`src/rtl/adder_rca_pipelined_if.sv`:
```
// Operand/result bundle for the pipelined ripple-carry adder/subtractor.
// The master side drives operands and the result ready; the slave side is the adder.
interface adder_rca_pipelined_if #(
  parameter int unsigned WIDTH = 33
) ();
  logic             valid_i;
  logic             ready_o;
  logic             sub_i;
  logic             C_i;
  logic [WIDTH-1:0] A_i;
  logic [WIDTH-1:0] B_i;
  logic             valid_o;
  logic             ready_i;
  logic [WIDTH-1:0] S_o;
  logic             C_o;
  logic             V_o;

  modport master (
    output valid_i, sub_i, C_i, A_i, B_i, ready_i,
    input  ready_o, valid_o, S_o, C_o, V_o
  );

  modport slave (
    input  valid_i, sub_i, C_i, A_i, B_i, ready_i,
    output ready_o, valid_o, S_o, C_o, V_o
  );
endinterface

```
`src/rtl/adder_rca_pipelined.sv`:
```
// Pipelined ripple-carry adder/subtractor: one CW-bit ripple chunk per stage,
// valid/ready handshake with per-stage bubble collapsing.
module adder_rca_pipelined #(
  parameter int unsigned WIDTH  = 33,
  parameter int unsigned STAGES = 3
) (
  input logic                  clk_i,
  input logic                  rst_n_i,
  adder_rca_pipelined_if.slave bus_io
);

  localparam int CW = (int'(WIDTH) + int'(STAGES) - 1) / int'(STAGES);

  for (genvar k = 0; k < int'(STAGES); k++) begin : g_stage
    // Bit range [Lo, Hi) rippled in this stage; may be empty for late stages
    localparam int Lo = k * CW;
    localparam int Hi = ((k + 1) * CW < int'(WIDTH)) ? (k + 1) * CW : int'(WIDTH);

    logic [WIDTH-1:0] a_in, b_in, s_in;
    logic             c_in, cm_in, v_in;
    logic             rdy, rdy_nxt, load, carry;
    logic [WIDTH-1:0] s_d, s_q;
    logic             c_d, c_q, cm_d, cm_q, v_d, v_q;

    if (k == 0) begin : g_src
      // B is inverted once at entry; later stages only ever add
      assign a_in  = bus_io.A_i;
      assign b_in  = bus_io.sub_i ? ~bus_io.B_i : bus_io.B_i;
      assign c_in  = bus_io.sub_i | bus_io.C_i;
      assign cm_in = 1'b0;
      assign s_in  = '0;
      assign v_in  = bus_io.valid_i;
    end else begin : g_chain
      assign a_in  = g_stage[k-1].g_ops.a_q;
      assign b_in  = g_stage[k-1].g_ops.b_q;
      assign c_in  = g_stage[k-1].c_q;
      assign cm_in = g_stage[k-1].cm_q;
      assign s_in  = g_stage[k-1].s_q;
      assign v_in  = g_stage[k-1].v_q;
    end

    if (k == int'(STAGES) - 1) begin : g_tail
      assign rdy_nxt = bus_io.ready_i;
    end else begin : g_body
      assign rdy_nxt = g_stage[k+1].rdy;
    end

    // An empty stage always accepts, which collapses bubbles under back-pressure
    assign rdy  = !v_q | rdy_nxt;
    assign load = rdy & v_in;

    // Ripple this stage's chunk on top of the upstream partial sum
    always_comb begin
      s_d   = s_q;
      c_d   = c_q;
      cm_d  = cm_q;
      carry = c_in;
      v_d   = rdy ? v_in : v_q;
      if (load) begin
        s_d  = s_in;
        cm_d = cm_in;
        for (int i = 0; i < int'(WIDTH); i++) begin
          if (i >= Lo && i < Hi) begin
            if (i == int'(WIDTH) - 1) cm_d = carry;
            s_d[i] = a_in[i] ^ b_in[i] ^ carry;
            carry  = (a_in[i] & b_in[i]) | (carry & (a_in[i] ^ b_in[i]));
          end
        end
        c_d = carry;
      end
    end

    // Stage state register; data only moves when a valid operation enters
    always_ff @(posedge clk_i or negedge rst_n_i) begin
      if (!rst_n_i) begin
        s_q  <= '0;
        c_q  <= 1'b0;
        cm_q <= 1'b0;
        v_q  <= 1'b0;
      end else begin
        s_q  <= s_d;
        c_q  <= c_d;
        cm_q <= cm_d;
        v_q  <= v_d;
      end
    end

    if (k < int'(STAGES) - 1) begin : g_ops
      logic [WIDTH-1:0] a_d, a_q, b_d, b_q;

      // Forward operands for the chunks still to be rippled
      always_comb begin
        a_d = load ? a_in : a_q;
        b_d = load ? b_in : b_q;
      end

      // Operand pipeline register
      always_ff @(posedge clk_i or negedge rst_n_i) begin
        if (!rst_n_i) begin
          a_q <= '0;
          b_q <= '0;
        end else begin
          a_q <= a_d;
          b_q <= b_d;
        end
      end
    end
  end

  assign bus_io.ready_o = g_stage[0].rdy;
  assign bus_io.valid_o = g_stage[STAGES-1].v_q;
  assign bus_io.S_o     = g_stage[STAGES-1].s_q;
  assign bus_io.C_o     = g_stage[STAGES-1].c_q;
  assign bus_io.V_o     = g_stage[STAGES-1].c_q ^ g_stage[STAGES-1].cm_q;

endmodule
```
`src/flat_wrapper.sv`:
```
// flat-port wrapper written by rule: the top's interface ports become plain ports
module adder_rca_pipelined_flat 
#(
  parameter int unsigned WIDTH  = 33,
  parameter int unsigned STAGES = 3
)
  (clk_i, rst_n_i, bus_io_valid_i, bus_io_sub_i, bus_io_C_i, bus_io_A_i, bus_io_B_i, bus_io_ready_i, bus_io_ready_o, bus_io_valid_o, bus_io_S_o, bus_io_C_o, bus_io_V_o);
  adder_rca_pipelined_if #(.WIDTH(WIDTH)) bus_io_i ();
  input logic clk_i;
  input logic rst_n_i;
  input wire logic [$bits(bus_io_i.valid_i)-1:0] bus_io_valid_i;
  input wire logic [$bits(bus_io_i.sub_i)-1:0] bus_io_sub_i;
  input wire logic [$bits(bus_io_i.C_i)-1:0] bus_io_C_i;
  input wire logic [$bits(bus_io_i.A_i)-1:0] bus_io_A_i;
  input wire logic [$bits(bus_io_i.B_i)-1:0] bus_io_B_i;
  input wire logic [$bits(bus_io_i.ready_i)-1:0] bus_io_ready_i;
  output wire logic [$bits(bus_io_i.ready_o)-1:0] bus_io_ready_o;
  output wire logic [$bits(bus_io_i.valid_o)-1:0] bus_io_valid_o;
  output wire logic [$bits(bus_io_i.S_o)-1:0] bus_io_S_o;
  output wire logic [$bits(bus_io_i.C_o)-1:0] bus_io_C_o;
  output wire logic [$bits(bus_io_i.V_o)-1:0] bus_io_V_o;
  assign bus_io_i.valid_i = bus_io_valid_i;
  assign bus_io_i.sub_i = bus_io_sub_i;
  assign bus_io_i.C_i = bus_io_C_i;
  assign bus_io_i.A_i = bus_io_A_i;
  assign bus_io_i.B_i = bus_io_B_i;
  assign bus_io_i.ready_i = bus_io_ready_i;
  assign bus_io_ready_o = bus_io_i.ready_o;
  assign bus_io_valid_o = bus_io_i.valid_o;
  assign bus_io_S_o = bus_io_i.S_o;
  assign bus_io_C_o = bus_io_i.C_o;
  assign bus_io_V_o = bus_io_i.V_o;
  adder_rca_pipelined #(.WIDTH(WIDTH), .STAGES(STAGES)) u_core (.clk_i(clk_i), .rst_n_i(rst_n_i), .bus_io(bus_io_i));
endmodule
```
`config.mk`:
```
export PLATFORM = sky130hd
export DESIGN_NAME = adder_rca_pipelined_flat
export DESIGN_NICKNAME = d
export VERILOG_FILES = /design/src/rtl/adder_rca_pipelined_if.sv /design/src/rtl/adder_rca_pipelined.sv /design/src/flat_wrapper.sv
export SDC_FILE = /design/constraint.sdc
export NUM_CORES = 1
export LEC_CHECK = 0
export ABC_CLOCK_PERIOD_IN_PS = 7200
export BUFFER_PORTS_ARGS = -buffer_cell sky130_fd_sc_hd__buf_2
export CORE_ASPECT_RATIO = 0.6
export CORE_UTILIZATION = 30
export CTS_BUF_LIST = sky130_fd_sc_hd__clkbuf_4 sky130_fd_sc_hd__clkbuf_8
export DETAILED_ROUTE_END_ITERATION = 16
export GPL_ROUTABILITY_DRIVEN = 1
export GPL_TIMING_DRIVEN = 0
export PLACE_DENSITY_LB_ADDON = 0.3
export SYNTH_ARGS = -nofsm -noshare
export SYNTH_HDL_FRONTEND = slang
export SYNTH_SLANG_ARGS = --single-unit
```
`constraint.sdc`:
```
create_clock -name clk_i -period 7.2 [get_ports clk_i]
set_input_delay 1.08 -clock clk_i [delete_from_list [all_inputs] [get_ports clk_i]]
set_output_delay 1.08 -clock clk_i [all_outputs]
set_load 0.005 [all_outputs]
```
==> results of run 1 <==
## worst max-delay path, stage by stage
cell	delay (ns)
buf_2	0.18
buf_4	0.27
buf_4	0.27
xor2_1	0.21
fa_1	0.21
inv_1	0.06
fa_1	0.38
fa_1	0.39
fa_1	0.41
fa_1	0.40
fa_1	0.40
fa_1	0.41
fa_1	0.39
fa_1	0.40
fa_1	0.37
inv_1	0.08
fa_1	0.40
mux2_2	0.26
## registers in the layout, summed over array words and instances, names as in the netlist
| name | flops |
|---|---|
| u_core.bus_io.C_o | 1 |
| u_core.bus_io.S_o | 33 |
| u_core.bus_io.valid_o | 1 |
| u_core.g_stage.c_q | 2 |
| u_core.g_stage.cm_q | 1 |
| u_core.g_stage.g_ops.a_q | 33 |
| u_core.g_stage.g_ops.b_q | 33 |
| u_core.g_stage.s_q | 33 |
| u_core.g_stage.v_q | 2 |
## Yosys cell counts
cell,instances,share of area [%]
buf_4,6,0.70
buf_2,2,0.15
xnor2_1,11,1.5
nand2b_1,4,0.39
nand3b_1,1,0.12
nand2_2,3,0.29
buf_6,5,0.87
mux2_2,91,16
inv_1,39,2.3
buf_12,4,1.2
nand4b_2,1,0.23
xor2_1,23,3.1
dfrtp_1,139,54
fa_1,33,10
mux2_4,29,6.7
or2_2,1,0.097
mux2i_1,16,2.5
## stage by stage
stage               area (um^2)  total power (W)  setup slack, ns  cells
floorplan                  6467         0.001688           0.9070    408
global placement           7352         0.001963           0.5000    794
detailed placement         7386         0.002001           0.4443    795
CTS                        7849         0.002750           0.9318    827
global route               7849         0.002901           0.7257    827
finish                     7849         0.002694           0.9623    827
## worst min path at each step
stage                               startpoint                              end  slack, ns  cells past startpoint
3_3_place_gp   u_core.g_stage[0].g_ops.a_q[32]  u_core.g_stage[1].g_ops.a_q[32]       0.48                      1
2_1_floorplan        u_core.g_stage[1].s_q[15]            u_core.bus_io.S_o[15]       0.47                      1
4_1_cts               u_core.g_stage[0].s_q[6]         u_core.g_stage[1].s_q[6]       0.51                      1
6_report                 u_core.bus_io.S_o[27]            u_core.bus_io.S_o[27]       0.50                      1
5_1_grt                  u_core.bus_io.S_o[27]            u_core.bus_io.S_o[27]       0.52                      1
3_5_place_dp          u_core.g_stage[1].s_q[6]             u_core.bus_io.S_o[6]       0.49                      1
## cells by family (layout without fill, tap and decap cells)
logic type    after synthesis  in the layout  share of synthesized area [%]
xor+xnor                   34             34                          4.604
fa+ha+maj                  33             33                          10.21
buf+inv                    56            196                          5.223
flops                     139            139                          53.78
mux                       136            136                          25.05
simple gates               10             10                          1.122
## layout by cell type, fill, tap and decap left out, types with 4 or more instances in the layout
cell type and n:
inv_1 39, buf_6 6, buf_4 6, xnor2_1 11
mux2_2 91, bufinv_16 5, mux2i_1 16, nand2b_1 4
fa_1 33, buf_12 4, mux2_4 29, dfrtp_1 139
xor2_1 23, buf_2 108, clkinv_4 5, clkbuf_8 17
## power by group through the flow
stage               combinational [W]  sequential (W)  clock (W)
detailed placement           0.000776         0.00123          0
floorplan                    0.000494         0.00119          0
finish                       0.000751         0.00121   0.000736
global placement             0.000751         0.00121          0
global route                 0.000864         0.00124   0.000793
CTS                          0.000778         0.00121   0.000761
## final cells by class
cell class                      instances  area, um^2
Fill cell                            2055       13240
Sequential cell                       139        3478
Multi-Input combinational cell        213        2651
Timing Repair Buffer                  108       569.3
Tap cell                              279       349.1
Clock buffer                           18       241.5
Clock inverter                         14       221.5
Buffer                                 17       191.4
Inverter                               39       146.4
## per-layer routing
| metal | routed length [um] | vias to the layer above | track usage, % | part of all wire, % |
|---|---|---|---|---|
| li1 | - | 1597 | - | - |
| met1 | 6930 | 1795 | 19.00 | 52 |
| met2 | 5564 | 72 | 18.50 | 42 |
| met3 | 564 | 10 | 3.937 | 4.3 |
| met4 | 153 | 0 | 4.497 | 1.2 |
| met5 | 0 | - | 0 | 0 |
==> flow_summary_export.csv, run 1 <==
group,metric,value,unit
placement,gp_congestion,0.7223,
power,cellLeakagePower,3.697,nW
floorplanning,rows,41,
power,combPwrFrac,27.9,%
routing,vias,3474,
finish,diodes,0,
setup_path,cp.required,7.53,ns
timing,finalClockSkew,0.008810,ns
logic_synthesis,yosys_register_bits,139,
timing,holdWs,0.5028,ns
global_routing,grt_usage,13.11,%
floorplanning,core-area,21080,um^2
timing,hold_viol,0,
timing,fin_setup_tns,0,ns
clock_tree,cts_root_buf,"clkbuf_8",
routing,avgRoutedWirePerCell,15.98,um
setup_path,crit_end,"u_core.g_stage[0].s_q[10]",
logic_synthesis,syn_avg_cell_area,15.85,um^2
timing,timing.final.crit_share,86.63,%
clock_tree,ctsHoldBuffers,0,
power,switching_share,29.00,%
floorplanning,die_y,115.7,um
placement,dp_hpwl,9.691,mm
finish,postLayoutCoreUtil,37.23,%
outcome,outcome,"finished clean",
global_routing,grt_start_max_net_pins,71,
power,powerDensity,343.2,nW/um^2
setup_path,crit_start,"bus_io_sub_i",
setup_path,r2r_end,"u_core.g_stage[1].s_q[21]",
clock_tree,ctsHtreeMaxLevel,4,
power,seqPwrFrac,44.8,%
setup_path,endpoint_kind,"flip-flop",
logic_synthesis,synth-seq-area-share,53.78,%
clock_tree,cts_resized,0,
placement,io_buffers,107,
logic_synthesis,synth_cell_type_count,17,
clock_tree,clk_pin_slew_worst_paths,0.08,ns
power,clkPwrFrac,27.3,%
finish,drive_gt1_share,51.46,%
timing,slew-limit-headroom,54.88,%
floorplanning,die_area,22170,um^2
routing,antenna_left,0,
routing,drtIter0Drc,61,
setup_path,r2r_cells,15,
timing,setup_violations,0,
timing,drv_slew,0,
setup_path,r2r_start,"u_core.g_stage[0].g_ops.b_q[11]",
clock_tree,cts_buffers,17,
floorplanning,start_util,30.67,%
setup_path,startpoint_type,"input pin",
finish,area_delta_synth_final,21.36,%
clock_tree,post_cts_buffers,0,
job,cap_violations,0,
clock_tree,numClockSinks,139,
routing,vias_per_cell,4.201,
clock_tree,cts_tree,"yes",
global_routing,grt_pass1_wl,21.11,mm
global_routing,grt_antenna_before_repair,0,
logic_synthesis,syn_nets,513,
floorplanning,ioPinCount,109,
power,switchingPower,0.0007812,W
finish,nNetsFinal,640,
setup_path,r2r_setup_slack,1.57,ns
power,vdd_ir_drop_max,0.1404,mV
setup_path,path_class,"in2reg",
timing,fmax,160.3,MHz
routing,wirelength,13.21,mm
routing,drc,0,
logic_synthesis,ys_warn_count,0,
power,internal_power,0.001912,W
timing,worstMarginPinSlew,0.6769,ns
setup_path,critPathArrivalTime,6.57,ns
global_routing,grt-ovfl-total,0,
logic_synthesis,synthCells,408,
clock_tree,clock_path_buffers,2,
hold_path,min_path_type,"reg2reg",
global_routing,grt_pass1_vias,3796,
timing,rsz0062_at_grt,"false",
routing,dr.pass1.iters,4,
floorplanning,die_w,191.6,um
timing,finalCriticalPeriod,6.238,ns
logic_synthesis,syn_area,6467,um^2
setup_path,crit_fanout,10,
clock_tree,clock_latency,0.45,ns
No activity file was read; power rests on OpenSTA's default activity.
==> run 2: changes to the inputs <==
CELL_PAD_IN_SITES_DETAIL_PLACEMENT = 0   (was unset)
CELL_PAD_IN_SITES_GLOBAL_PLACEMENT = 1   (was unset)
==> flow_summary_export.csv, run 2 (synthesis results as in run 1) <==
group,metric,value,unit
timing,finalClockSkew,0.01545,ns
setup_path,r2r_cells,16,
finish,nNetsFinal,640,
placement,gp_congestion,0.7159,
setup_path,startpoint_type,"input pin",
setup_path,cp.required,7.54,ns
clock_tree,cts_tree,"yes",
floorplanning,rows,41,
clock_tree,ctsHtreeMaxLevel,4,
floorplanning,ioPinCount,109,
routing,avgRoutedWirePerCell,15.97,um
global_routing,grt-ovfl-total,0,
power,clkPwrFrac,24.7,%
floorplanning,die_area,22170,um^2
timing,fin_setup_tns,0,ns
finish,area_delta_synth_final,20.37,%
floorplanning,die_y,115.7,um
setup_path,crit_fanout,10,
power,combPwrFrac,28.8,%
power,internal_power,0.001817,W
global_routing,grt_pass1_vias,3822,
setup_path,r2r_setup_slack,1.59,ns
setup_path,r2r_end,"u_core.bus_io.S_o[32]",
clock_tree,numClockSinks,139,
finish,drive_gt1_share,51.46,%
timing,hold_viol,0,
power,seqPwrFrac,46.6,%
finish,mostFrequentLayoutCell,"dfrtp_1",
setup_path,cp_top_family,"adder cells",
global_routing,grt_usage,13.14,%
finish,diodes,0,
clock_tree,cts_root_buf,"clkbuf_8",
timing,timing.final.crit_share,88.55,%
clock_tree,clock_path_buffers,2,
clock_tree,clk_pin_slew_worst_paths,0.08,ns
setup_path,endpoint_kind,"flip-flop",
setup_path,worst-path-buf-inv,5,
global_routing,grt_pass1_wl,21.18,mm
power,switchingPower,0.0007678,W
setup_path,cp_slowest_stage_delay,0.45,ns
routing,dr.pass1.iters,3,
power,power,0.002585,W
power,switching_share,29.70,%
routing,wirelength,13.21,mm
clock_tree,cts_buffers,17,
setup_path,r2r_start,"u_core.g_stage[1].c_q",
setup_path,crit_path_top_delay_cell,"fa_1",
placement,dp_hpwl,9.634,mm
routing,antenna_left,0,
global_routing,grt_start_max_net_pins,81,
timing,finalCriticalPeriod,6.375,ns
setup_path,crit_end,"u_core.g_stage[0].s_q[10]",
timing,setup_violations,0,
hold_path,min_path_type,"reg2reg",
global_routing,grt_antenna_before_repair,0,
timing,fmax,156.9,MHz
power,powerDensity,332.1,nW/um^2
routing,vias,3426,
outcome,outcome,"finished clean",
timing,rsz0062_at_grt,"false",
finish,postLayoutCoreUtil,36.92,%
floorplanning,die_w,191.6,um
setup_path,critPathArrivalTime,6.72,ns
clock_tree,cts_resized,0,
placement,io_buffers,107,
clock_tree,clock_latency,0.45,ns
routing,drtIter0Drc,80,
timing,worstMarginPinSlew,0.5912,ns
setup_path,path_depth,18,
clock_tree,post_cts_buffers,0,
setup_path,path_class,"in2reg",
routing,drc,0,
setup_path,crit_top_cell,"fa_1",
job,cap_violations,0,
clock_tree,ctsHoldBuffers,0,
setup_path,crit_start,"bus_io_sub_i",
setup_path,crit_chain,"buf_2 -> buf_4 -> buf_4 -> xor2_1 -> fa_1 -> inv_1 -> fa_1 -> fa_1 -> fa_1 -> fa_1 -> fa_1 -> fa_1 -> fa_1 -> fa_1 -> fa_1 -> inv_1 -> fa_1 -> mux2_2",
power,cellLeakagePower,3.666,nW
floorplanning,core-area,21080,um^2
finish,layout_common_cells,"139 x dfrtp_1, 108 x buf_2, 91 x mux2_2",
power,vdd_ir_drop_max,0.1207,mV
routing,vias_per_cell,4.143,
floorplanning,start_util,30.67,%
timing,slew-limit-headroom,60.59,%
timing,drv_slew,0,
## run 2: changes by cell type in the layout (fill, tap and decap cells not counted)
cell | previous run | this run
bufinv_16 | 5 | 2
clkinv_4 | 5 | 3
inv_6 | 0 | 2
clkbuf_8 | 17 | 18
clkinv_2 | 1 | 2
clkinvlp_4 | 3 | 4
## run 2: layout make-up
class | instances | area, um^2
fillers | 2032 | 13300
flip-flops and latches | 139 | 3478
multi-input cells | 213 | 2651
repair buffers | 108 | 569.3
well taps | 279 | 349.1
clock buffers | 19 | 255.2
plain buffers | 17 | 191.4
inverters | 39 | 146.4
clock inverters | 13 | 143.9
## run 2: power groups by stage
stage	registers (W)	clock network, W	logic (W)
after floorplan	0.00119	0	0.000494
after global placement	0.00121	0	0.000747
after detailed placement	0.00123	0	0.000768
after CTS	0.00121	0.000670	0.000771
after global routing	0.00124	0.000699	0.000852
final	0.00120	0.000638	0.000744
## run 2: worst min path at each step
| stage | to | cells past startpoint | slack [ns] | startpoint |
|---|---|---|---|---|
| 3_5_place_dp | u_core.bus_io.S_o[9] | 1 | 0.49 | u_core.g_stage[1].s_q[9] |
| 6_report | u_core.bus_io.S_o[15] | 1 | 0.50 | u_core.g_stage[1].s_q[15] |
| 3_3_place_gp | u_core.bus_io.S_o[11] | 1 | 0.48 | u_core.bus_io.S_o[11] |
| 5_1_grt | u_core.bus_io.S_o[9] | 1 | 0.50 | u_core.g_stage[1].s_q[9] |
| 4_1_cts | u_core.bus_io.S_o[9] | 1 | 0.50 | u_core.g_stage[1].s_q[9] |
| 2_1_floorplan | u_core.bus_io.S_o[15] | 1 | 0.47 | u_core.g_stage[1].s_q[15] |
## run 2: per-layer routing
layer	global-route usage (%)	routed length, um	up-vias
li1	-	-	1595
met1	19.21	6953	1755
met2	18.48	5511	65
met3	4.058	609	11
met4	3.968	131	0
met5	0	0	-
## run 2: metrics by stage
stage,cells,cell area [um^2],setup slack (ns),hold slack (ns)
after global routing,827,7785,0.5919,0.5048
final,827,7785,0.8245,0.5016
after detailed placement,795,7386,0.2781,0.4907
after global placement,794,7352,0.3661,0.4834
after CTS,827,7785,0.8064,0.5043
after floorplan,408,6467,0.9070,0.4749
